==> src/rtl/acc_interconnect_level.sv <==
// One level of the accelerator interconnect: routes offloaded requests to local
// accelerators or the next level, and merges responses round-robin onto one upstream channel.

module acc_interconnect_level_chk #(
  parameter int unsigned NumAcc = 4
) (
  input logic              clk_i,
  input logic              rst_i,
  input logic [NumAcc-1:0] acc_q_valid,
  input logic [NumAcc+1:0] in_ready
);

  acc_q_valid_onehot0: assert property (@(posedge clk_i) disable iff (rst_i) $onehot0(acc_q_valid));
  in_ready_onehot0:    assert property (@(posedge clk_i) disable iff (rst_i) $onehot0(in_ready));

endmodule

module acc_interconnect_level #(
  parameter int unsigned NumAcc        = 4,
  parameter int unsigned HierLevel     = 0,
  parameter int unsigned HierAddrWidth = 2,
  parameter int unsigned AccAddrWidth  = 2,
  parameter int unsigned DataWidth     = 32,
  parameter int unsigned IdWidth       = 5,
  parameter int unsigned PldWidth      = 3*DataWidth+32+IdWidth
) (
  input  logic                                  clk_i,
  input  logic                                  rst_i,
  input  logic [HierAddrWidth+AccAddrWidth-1:0] q_addr_i,
  input  logic [PldWidth-1:0]                   q_pld_i,
  input  logic                                  q_valid_i,
  output logic                                  q_ready_o,
  output logic [PldWidth-1:0]                   acc_q_pld_o,
  output logic [NumAcc-1:0]                     acc_q_valid_o,
  input  logic [NumAcc-1:0]                     acc_q_ready_i,
  output logic [HierAddrWidth+AccAddrWidth-1:0] nxt_q_addr_o,
  output logic [PldWidth-1:0]                   nxt_q_pld_o,
  output logic                                  nxt_q_valid_o,
  input  logic                                  nxt_q_ready_i,
  input  logic [NumAcc*DataWidth-1:0]           acc_p_data_i,
  input  logic [NumAcc*IdWidth-1:0]             acc_p_id_i,
  input  logic [NumAcc-1:0]                     acc_p_error_i,
  input  logic [NumAcc-1:0]                     acc_p_valid_i,
  output logic [NumAcc-1:0]                     acc_p_ready_o,
  input  logic [DataWidth-1:0]                  nxt_p_data_i,
  input  logic [IdWidth-1:0]                    nxt_p_id_i,
  input  logic                                  nxt_p_error_i,
  input  logic                                  nxt_p_valid_i,
  output logic                                  nxt_p_ready_o,
  output logic [DataWidth-1:0]                  p_data_o,
  output logic [IdWidth-1:0]                    p_id_o,
  output logic                                  p_error_o,
  output logic                                  p_valid_o,
  input  logic                                  p_ready_i
);

  localparam int unsigned AddrWidth = HierAddrWidth + AccAddrWidth;
  localparam int unsigned NumIn     = NumAcc + 2;
  localparam int unsigned PtrWidth  = $clog2(NumIn);

  logic [HierAddrWidth-1:0] hier_s;
  logic [AccAddrWidth-1:0]  acc_idx_s;
  logic                     hier_hit_s;
  logic                     acc_legal_s;
  logic [NumAcc-1:0]        acc_oh_s;
  logic                     req_full_s;
  logic                     req_drain_s;
  logic                     q_hs_s;

  logic [NumAcc-1:0]        req_acc_vld_r;
  logic                     req_nxt_vld_r;
  logic                     req_ill_r;
  logic [AddrWidth-1:0]     req_addr_r;
  logic [PldWidth-1:0]      req_pld_r;

  logic [NumIn-1:0]         vld_s;
  logic                     gnt_found_s;
  logic [PtrWidth-1:0]      gnt_idx_s;
  logic                     p_load_s;
  logic                     xfer_s;
  logic                     err_take_s;
  logic [DataWidth-1:0]     gnt_data_s;
  logic [IdWidth-1:0]       gnt_id_s;
  logic                     gnt_err_s;
  logic [PtrWidth-1:0]      ptr_r;
  logic [PtrWidth-1:0]      ptr_nxt_s;

  logic                     p_full_r;
  logic [DataWidth-1:0]     p_data_r;
  logic [IdWidth-1:0]       p_id_r;
  logic                     p_err_r;

  assign hier_s      = q_addr_i[AddrWidth-1 -: HierAddrWidth];
  assign acc_idx_s   = q_addr_i[AccAddrWidth-1:0];
  assign hier_hit_s  = (hier_s == HierAddrWidth'(HierLevel));
  assign acc_legal_s = ({1'b0, acc_idx_s} < (AccAddrWidth+1)'(NumAcc));

  // Onehot target decode for a request addressed to this level
  always_comb begin
    acc_oh_s = '0;
    for (int k = 0; k < NumAcc; k++) begin
      acc_oh_s[k] = hier_hit_s && acc_legal_s && (acc_idx_s == AccAddrWidth'(k));
    end
  end

  assign req_full_s  = (|req_acc_vld_r) | req_nxt_vld_r | req_ill_r;
  assign req_drain_s = (|(req_acc_vld_r & acc_q_ready_i)) | (req_nxt_vld_r & nxt_q_ready_i)
                     | (req_ill_r & err_take_s);
  assign q_ready_o   = !req_full_s || req_drain_s;
  assign q_hs_s      = q_valid_i && q_ready_o;

  // Request register: target valids are decoded once at acceptance
  always_ff @(posedge clk_i or posedge rst_i) begin
    if (rst_i) begin
      req_acc_vld_r <= '0;
      req_nxt_vld_r <= 1'b0;
      req_ill_r     <= 1'b0;
      req_addr_r    <= '0;
      req_pld_r     <= '0;
    end else if (q_hs_s) begin
      req_acc_vld_r <= acc_oh_s;
      req_nxt_vld_r <= !hier_hit_s;
      req_ill_r     <= hier_hit_s && !acc_legal_s;
      req_addr_r    <= q_addr_i;
      req_pld_r     <= q_pld_i;
    end else if (req_drain_s) begin
      req_acc_vld_r <= '0;
      req_nxt_vld_r <= 1'b0;
      req_ill_r     <= 1'b0;
    end
  end

  assign acc_q_pld_o   = req_pld_r;
  assign acc_q_valid_o = req_acc_vld_r;
  assign nxt_q_addr_o  = req_addr_r;
  assign nxt_q_pld_o   = req_pld_r;
  assign nxt_q_valid_o = req_nxt_vld_r;

  // Input NumAcc+1 is the locally generated error for an illegal index
  assign vld_s = {req_ill_r, nxt_p_valid_i, acc_p_valid_i};

  // Round-robin search starting at the pointer, wrapping over all inputs
  always_comb begin : arb_search
    int unsigned         cand;
    logic [PtrWidth-1:0] cand_idx;
    logic                hit;
    cand        = 32'd0;
    cand_idx    = '0;
    hit         = 1'b0;
    gnt_found_s = 1'b0;
    gnt_idx_s   = '0;
    for (int unsigned i = 0; i < NumIn; i++) begin
      cand        = (32'(ptr_r) + i) % NumIn;
      cand_idx    = PtrWidth'(cand);
      hit         = vld_s[cand_idx] && !gnt_found_s;
      gnt_found_s = gnt_found_s | hit;
      gnt_idx_s   = hit ? cand_idx : gnt_idx_s;
    end
  end

  assign p_load_s   = !p_full_r || p_ready_i;
  assign xfer_s     = gnt_found_s && p_load_s;
  assign err_take_s = xfer_s && (gnt_idx_s == PtrWidth'(NumAcc+1));
  assign ptr_nxt_s  = (gnt_idx_s == PtrWidth'(NumIn-1)) ? PtrWidth'(0) : gnt_idx_s + PtrWidth'(1);

  // Ready fan-out: only the granted input sees a transfer
  always_comb begin
    acc_p_ready_o = '0;
    for (int k = 0; k < NumAcc; k++) begin
      acc_p_ready_o[k] = xfer_s && (gnt_idx_s == PtrWidth'(k));
    end
    nxt_p_ready_o = xfer_s && (gnt_idx_s == PtrWidth'(NumAcc));
  end

  // Response mux, defaulting to the error response built from the held request id
  always_comb begin
    gnt_data_s = '0;
    gnt_id_s   = req_pld_r[IdWidth-1:0];
    gnt_err_s  = 1'b1;
    for (int k = 0; k < NumAcc; k++) begin
      if (gnt_idx_s == PtrWidth'(k)) begin
        gnt_data_s = acc_p_data_i[k*DataWidth +: DataWidth];
        gnt_id_s   = acc_p_id_i[k*IdWidth +: IdWidth];
        gnt_err_s  = acc_p_error_i[k];
      end else begin
        gnt_data_s = gnt_data_s;
      end
    end
    if (gnt_idx_s == PtrWidth'(NumAcc)) begin
      gnt_data_s = nxt_p_data_i;
      gnt_id_s   = nxt_p_id_i;
      gnt_err_s  = nxt_p_error_i;
    end else begin
      gnt_data_s = gnt_data_s;
    end
  end

  // Response register and round-robin pointer
  always_ff @(posedge clk_i or posedge rst_i) begin
    if (rst_i) begin
      p_full_r <= 1'b0;
      p_data_r <= '0;
      p_id_r   <= '0;
      p_err_r  <= 1'b0;
      ptr_r    <= '0;
    end else if (xfer_s) begin
      p_full_r <= 1'b1;
      p_data_r <= gnt_data_s;
      p_id_r   <= gnt_id_s;
      p_err_r  <= gnt_err_s;
      ptr_r    <= ptr_nxt_s;
    end else if (p_ready_i) begin
      p_full_r <= 1'b0;
    end
  end

  assign p_valid_o = p_full_r;
  assign p_data_o  = p_data_r;
  assign p_id_o    = p_id_r;
  assign p_error_o = p_err_r;

  acc_interconnect_level_chk #(
    .NumAcc (NumAcc)
  ) u_chk (
    .clk_i       (clk_i),
    .rst_i       (rst_i),
    .acc_q_valid (acc_q_valid_o),
    .in_ready    ({err_take_s, nxt_p_ready_o, acc_p_ready_o})
  );

endmodule
==> config.mk <==
export PLATFORM = sky130hd
export DESIGN_NAME = acc_interconnect_level
export DESIGN_NICKNAME = d
export VERILOG_FILES = /design/src/rtl/acc_interconnect_level.sv
export SDC_FILE = /design/constraint.sdc
export NUM_CORES = 1
export LEC_CHECK = 0
export CAP_MARGIN = 25
export CORE_AREA = 5 5 256 258
export DETAILED_ROUTE_END_ITERATION = 6
export DIE_AREA = 0 0 261 263
export PLACE_DENSITY = 0.53
export SLEW_MARGIN = 15
export SYNTH_ARGS = -nofsm -noshare
export SYNTH_HDL_FRONTEND = slang
export SYNTH_HIERARCHICAL = 1
export SYNTH_SLANG_ARGS = --single-unit
export TNS_END_PERCENT = 100
==> constraint.sdc <==
create_clock -name clk_i -period 10 [get_ports clk_i]
set_clock_uncertainty 0.15 [all_clocks]
set_input_delay 2 -clock clk_i [delete_from_list [all_inputs] [get_ports clk_i]]
set_output_delay 2 -clock clk_i [all_outputs]
set_load 0.03 [all_outputs]
==> impl_metrics.json <==
{
  "status": "finished, final reports clean",
  "drv_cap": 0,
  "synthesis.nets": 1324,
  "path_class": "in -> out",
  "drc": 0,
  "grt_pass1_wl_mm": 68.2,
  "dpl.hpwl_mm": 37.8,
  "track_usage": 0.133,
  "gp_congestion": 0.845,
  "routedWlPerCell_um": 20.4,
  "dieArea_um2": 68600,
  "synth_ff_type": "dfrtp_1",
  "worst_pin_slew_ns": 0.908,
  "drtIter0Drc": 443,
  "drt_wl_total_mm": 47.3,
  "r2r-end": "p_data_o[23]",
  "synth_cells": 970,
  "start_util": 0.173,
  "cts_root_buf": "clkbuf_16",
  "min_from": "nxt_q_addr_o[0]",
  "cts_buffers": 17,
  "yosys.area.top_type": "dfrtp_1",
  "netlist_top_cells_area": "dfrtp_1 (42%), mux2_2 (15%), buf_4 (9.7%)",
  "async_flop_share": 1.00,
  "overflow": 0,
  "finalHoldViolations": 0,
  "synth.distinct_cells": 65,
  "cts_buffer_depth": 2,
  "pin_count": 661,
  "yosysWarnings": 6,
  "core_area_um2": 62700,
  "min_to": "nxt_q_addr_o[0]",
  "syn_to_final_growth_pct": 64.8,
  "postRouteAntennaNets": 0,
  "die_w_um": 261,
  "whs_path_depth": 2,
  "antenna_found_initial": 8,
  "grt_max_degree": 122,
  "yosys-top-cells-count": "dfrtp_1 (184), buf_4 (141), mux2_2 (141), mux2i_1 (80), o21ai_1 (40)",
  "reg2reg_depth": 16,
  "cp-start-kind": "input pin",
  "r2r_setup_slack_ns": 4.60,
  "critPathCaptureType": "primary output",
  "critPathArrivalTime_ns": 6.15,
  "clock_latency_ns": 0.50,
  "rows": 92,
  "cts_setup_buffers": 0,
  "finalMaxSlewViolations": 0,
  "fin_setup_tns_ns": 0,
  "finalCritPeriodShare": 0.830,
  "postPlaceCellArea_um2": 17300,
  "drive_gt1_frac": 0.142,
  "cp.required_ns": 7.85,
  "grt_pass1_vias": 10300,
  "rsz0062_at_grt": "no",
  "synth_edf_count": 0,
  "ys_ff_latch": 184,
  "fin_area_um2": 17900,
  "cts_tree": "done",
  "synth_top_area_share": 0.423,
  "crit-reg2reg-launch": "ptr_r[2]",
  "cts_hold_buf": 0,
  "drt-pass1-iter-count": 5,
  "synth_area_um2": 10900,
  "via_per_inst": 4.13,
  "max_freq_ghz": 0.121,
  "avgSynthCellArea_um2": 11.2,
  "maxSlewHeadroom": 0.394,
  "htreeDepth": 4,
  "fin_nets": 1817,
  "cts_resized": 0,
  "finalSetupViolCount": 0,
  "clk_pin_slew_ns": 0.09,
  "finalCriticalPeriod_ns": 8.30,
  "cts.sinks": 184,
  "numPortBuffers": 660,
  "die_h_um": 263,
  "vias": 9597,
  "hp-class": "reg -> reg",
  "synth-seq-area-share": 0.423,
  "yosysMostFrequentCell": "dfrtp_1",
  "crit_fanout": 30
}
==> worst max-delay path by stage <==
stage | start | endpoint | slack [ns] | cells after the start
floorplan | rst_i | acc_q_pld_o[0] | 2.85 | 1
global route | nxt_p_valid_i | acc_p_ready_o[3] | 1.46 | 11
finish | nxt_p_valid_i | acc_p_ready_o[3] | 1.70 | 11
CTS | nxt_p_valid_i | acc_p_ready_o[3] | 1.71 | 11
global placement | nxt_p_valid_i | acc_p_ready_o[3] | 1.87 | 11
detailed placement | nxt_p_valid_i | acc_p_ready_o[3] | 1.71 | 11
==> metal layers <==
metal | track usage | routed length (µm) | vias to the layer above
li1 | - | - | 4417
met1 | 0.148 | 18100 | 4679
met2 | 0.234 | 24300 | 442
met3 | 0.0484 | 4030 | 53
met4 | 0.0426 | 877 | 6
met5 | 0 | 34 | -
==> through the flow <==
stage	setup slack [ns]	util	instances	hold slack, ns
after floorplan	2.85	-	970	0.499
after global placement	1.87	0.276	2289	0.320
after detailed placement	1.71	0.276	2289	0.319
after CTS	1.71	0.285	2320	0.339
after global routing	1.46	0.286	2321	0.378
final	1.70	0.286	2325	0.338
==> kinds of logic after synthesis <==
group	Yosys count	share of synthesized area
adders and majority gates	13	0.0150
AOI/OAI and AO/OA	236	0.160
buffers and inverters	214	0.129
xor gates and xnor gates	9	0.00967
and+or+nand+nor	93	0.0426
DFF	184	0.423
muxes	221	0.220
==> sequential cells by signal, indices dropped and copies added, names as in the netlist <==
signal / flops
acc_q_valid_o: 4
acc_q_pld_o: 133
p_error_o: 1
nxt_q_valid_o: 1
ptr_r: 3
p_valid_o: 1
nxt_q_addr_o: 4
p_data_o: 32
p_id_o: 5
==> cell usage in the layout, fill, tap and decap left out, types with 3 or more instances in the layout <==
cell type        instances
clkbuf_16               17
inv_8                    6
a22oi_1                  8
o22a_1                  31
nor2b_1                  3
nor3_1                   3
nand3_1                  8
ha_1                    13
nand2_1                 30
and3_1                   3
inv_2                    4
nor4_1                   3
clkdlybuf4s50_1        660
mux2_2                 141
a21oi_1                 20
mux2i_1                 80
o221ai_1                24
o21ai_1                 39
nand2b_1                 8
xnor2_1                  5
o21ai_0                 34
nor2_1                  22
dfrtp_1                183
o22ai_1                 10
inv_1                   12
buf_4                   10
o2bb2ai_1               31
inv_6                    3
diode_2                  4
nand4_1                  3
a221oi_1                 9
clkinv_4                 4
==> worst max-delay path, cell delays in order <==
cell and delay [ns]:
clkdlybuf4s50_1 0.57, nand2_1 0.26, nand3_1 0.10, a21oi_1 0.32, a2111oi_4 0.13, o31ai_4 0.70, o21ai_2 0.41, a22o_2 0.47
buf_4 0.28, nor3_1 0.18, clkdlybuf4s50_1 0.70
==> layout make-up <==
cell class                 instances  area, µm²
antenna                            4       10.0
clock buffer                      17        425
clock inverter                    14        150
fill                            6490      44800
inverter                          17       71.3
multi-input combinational        572       4890
sequential                       184       4610
tap                              846       1060
timing repair buffer             671       6710
Power is left out: the tool's default activity adds up to more than one toggle a clock period on the data nets, which glitch-free logic cannot reach.
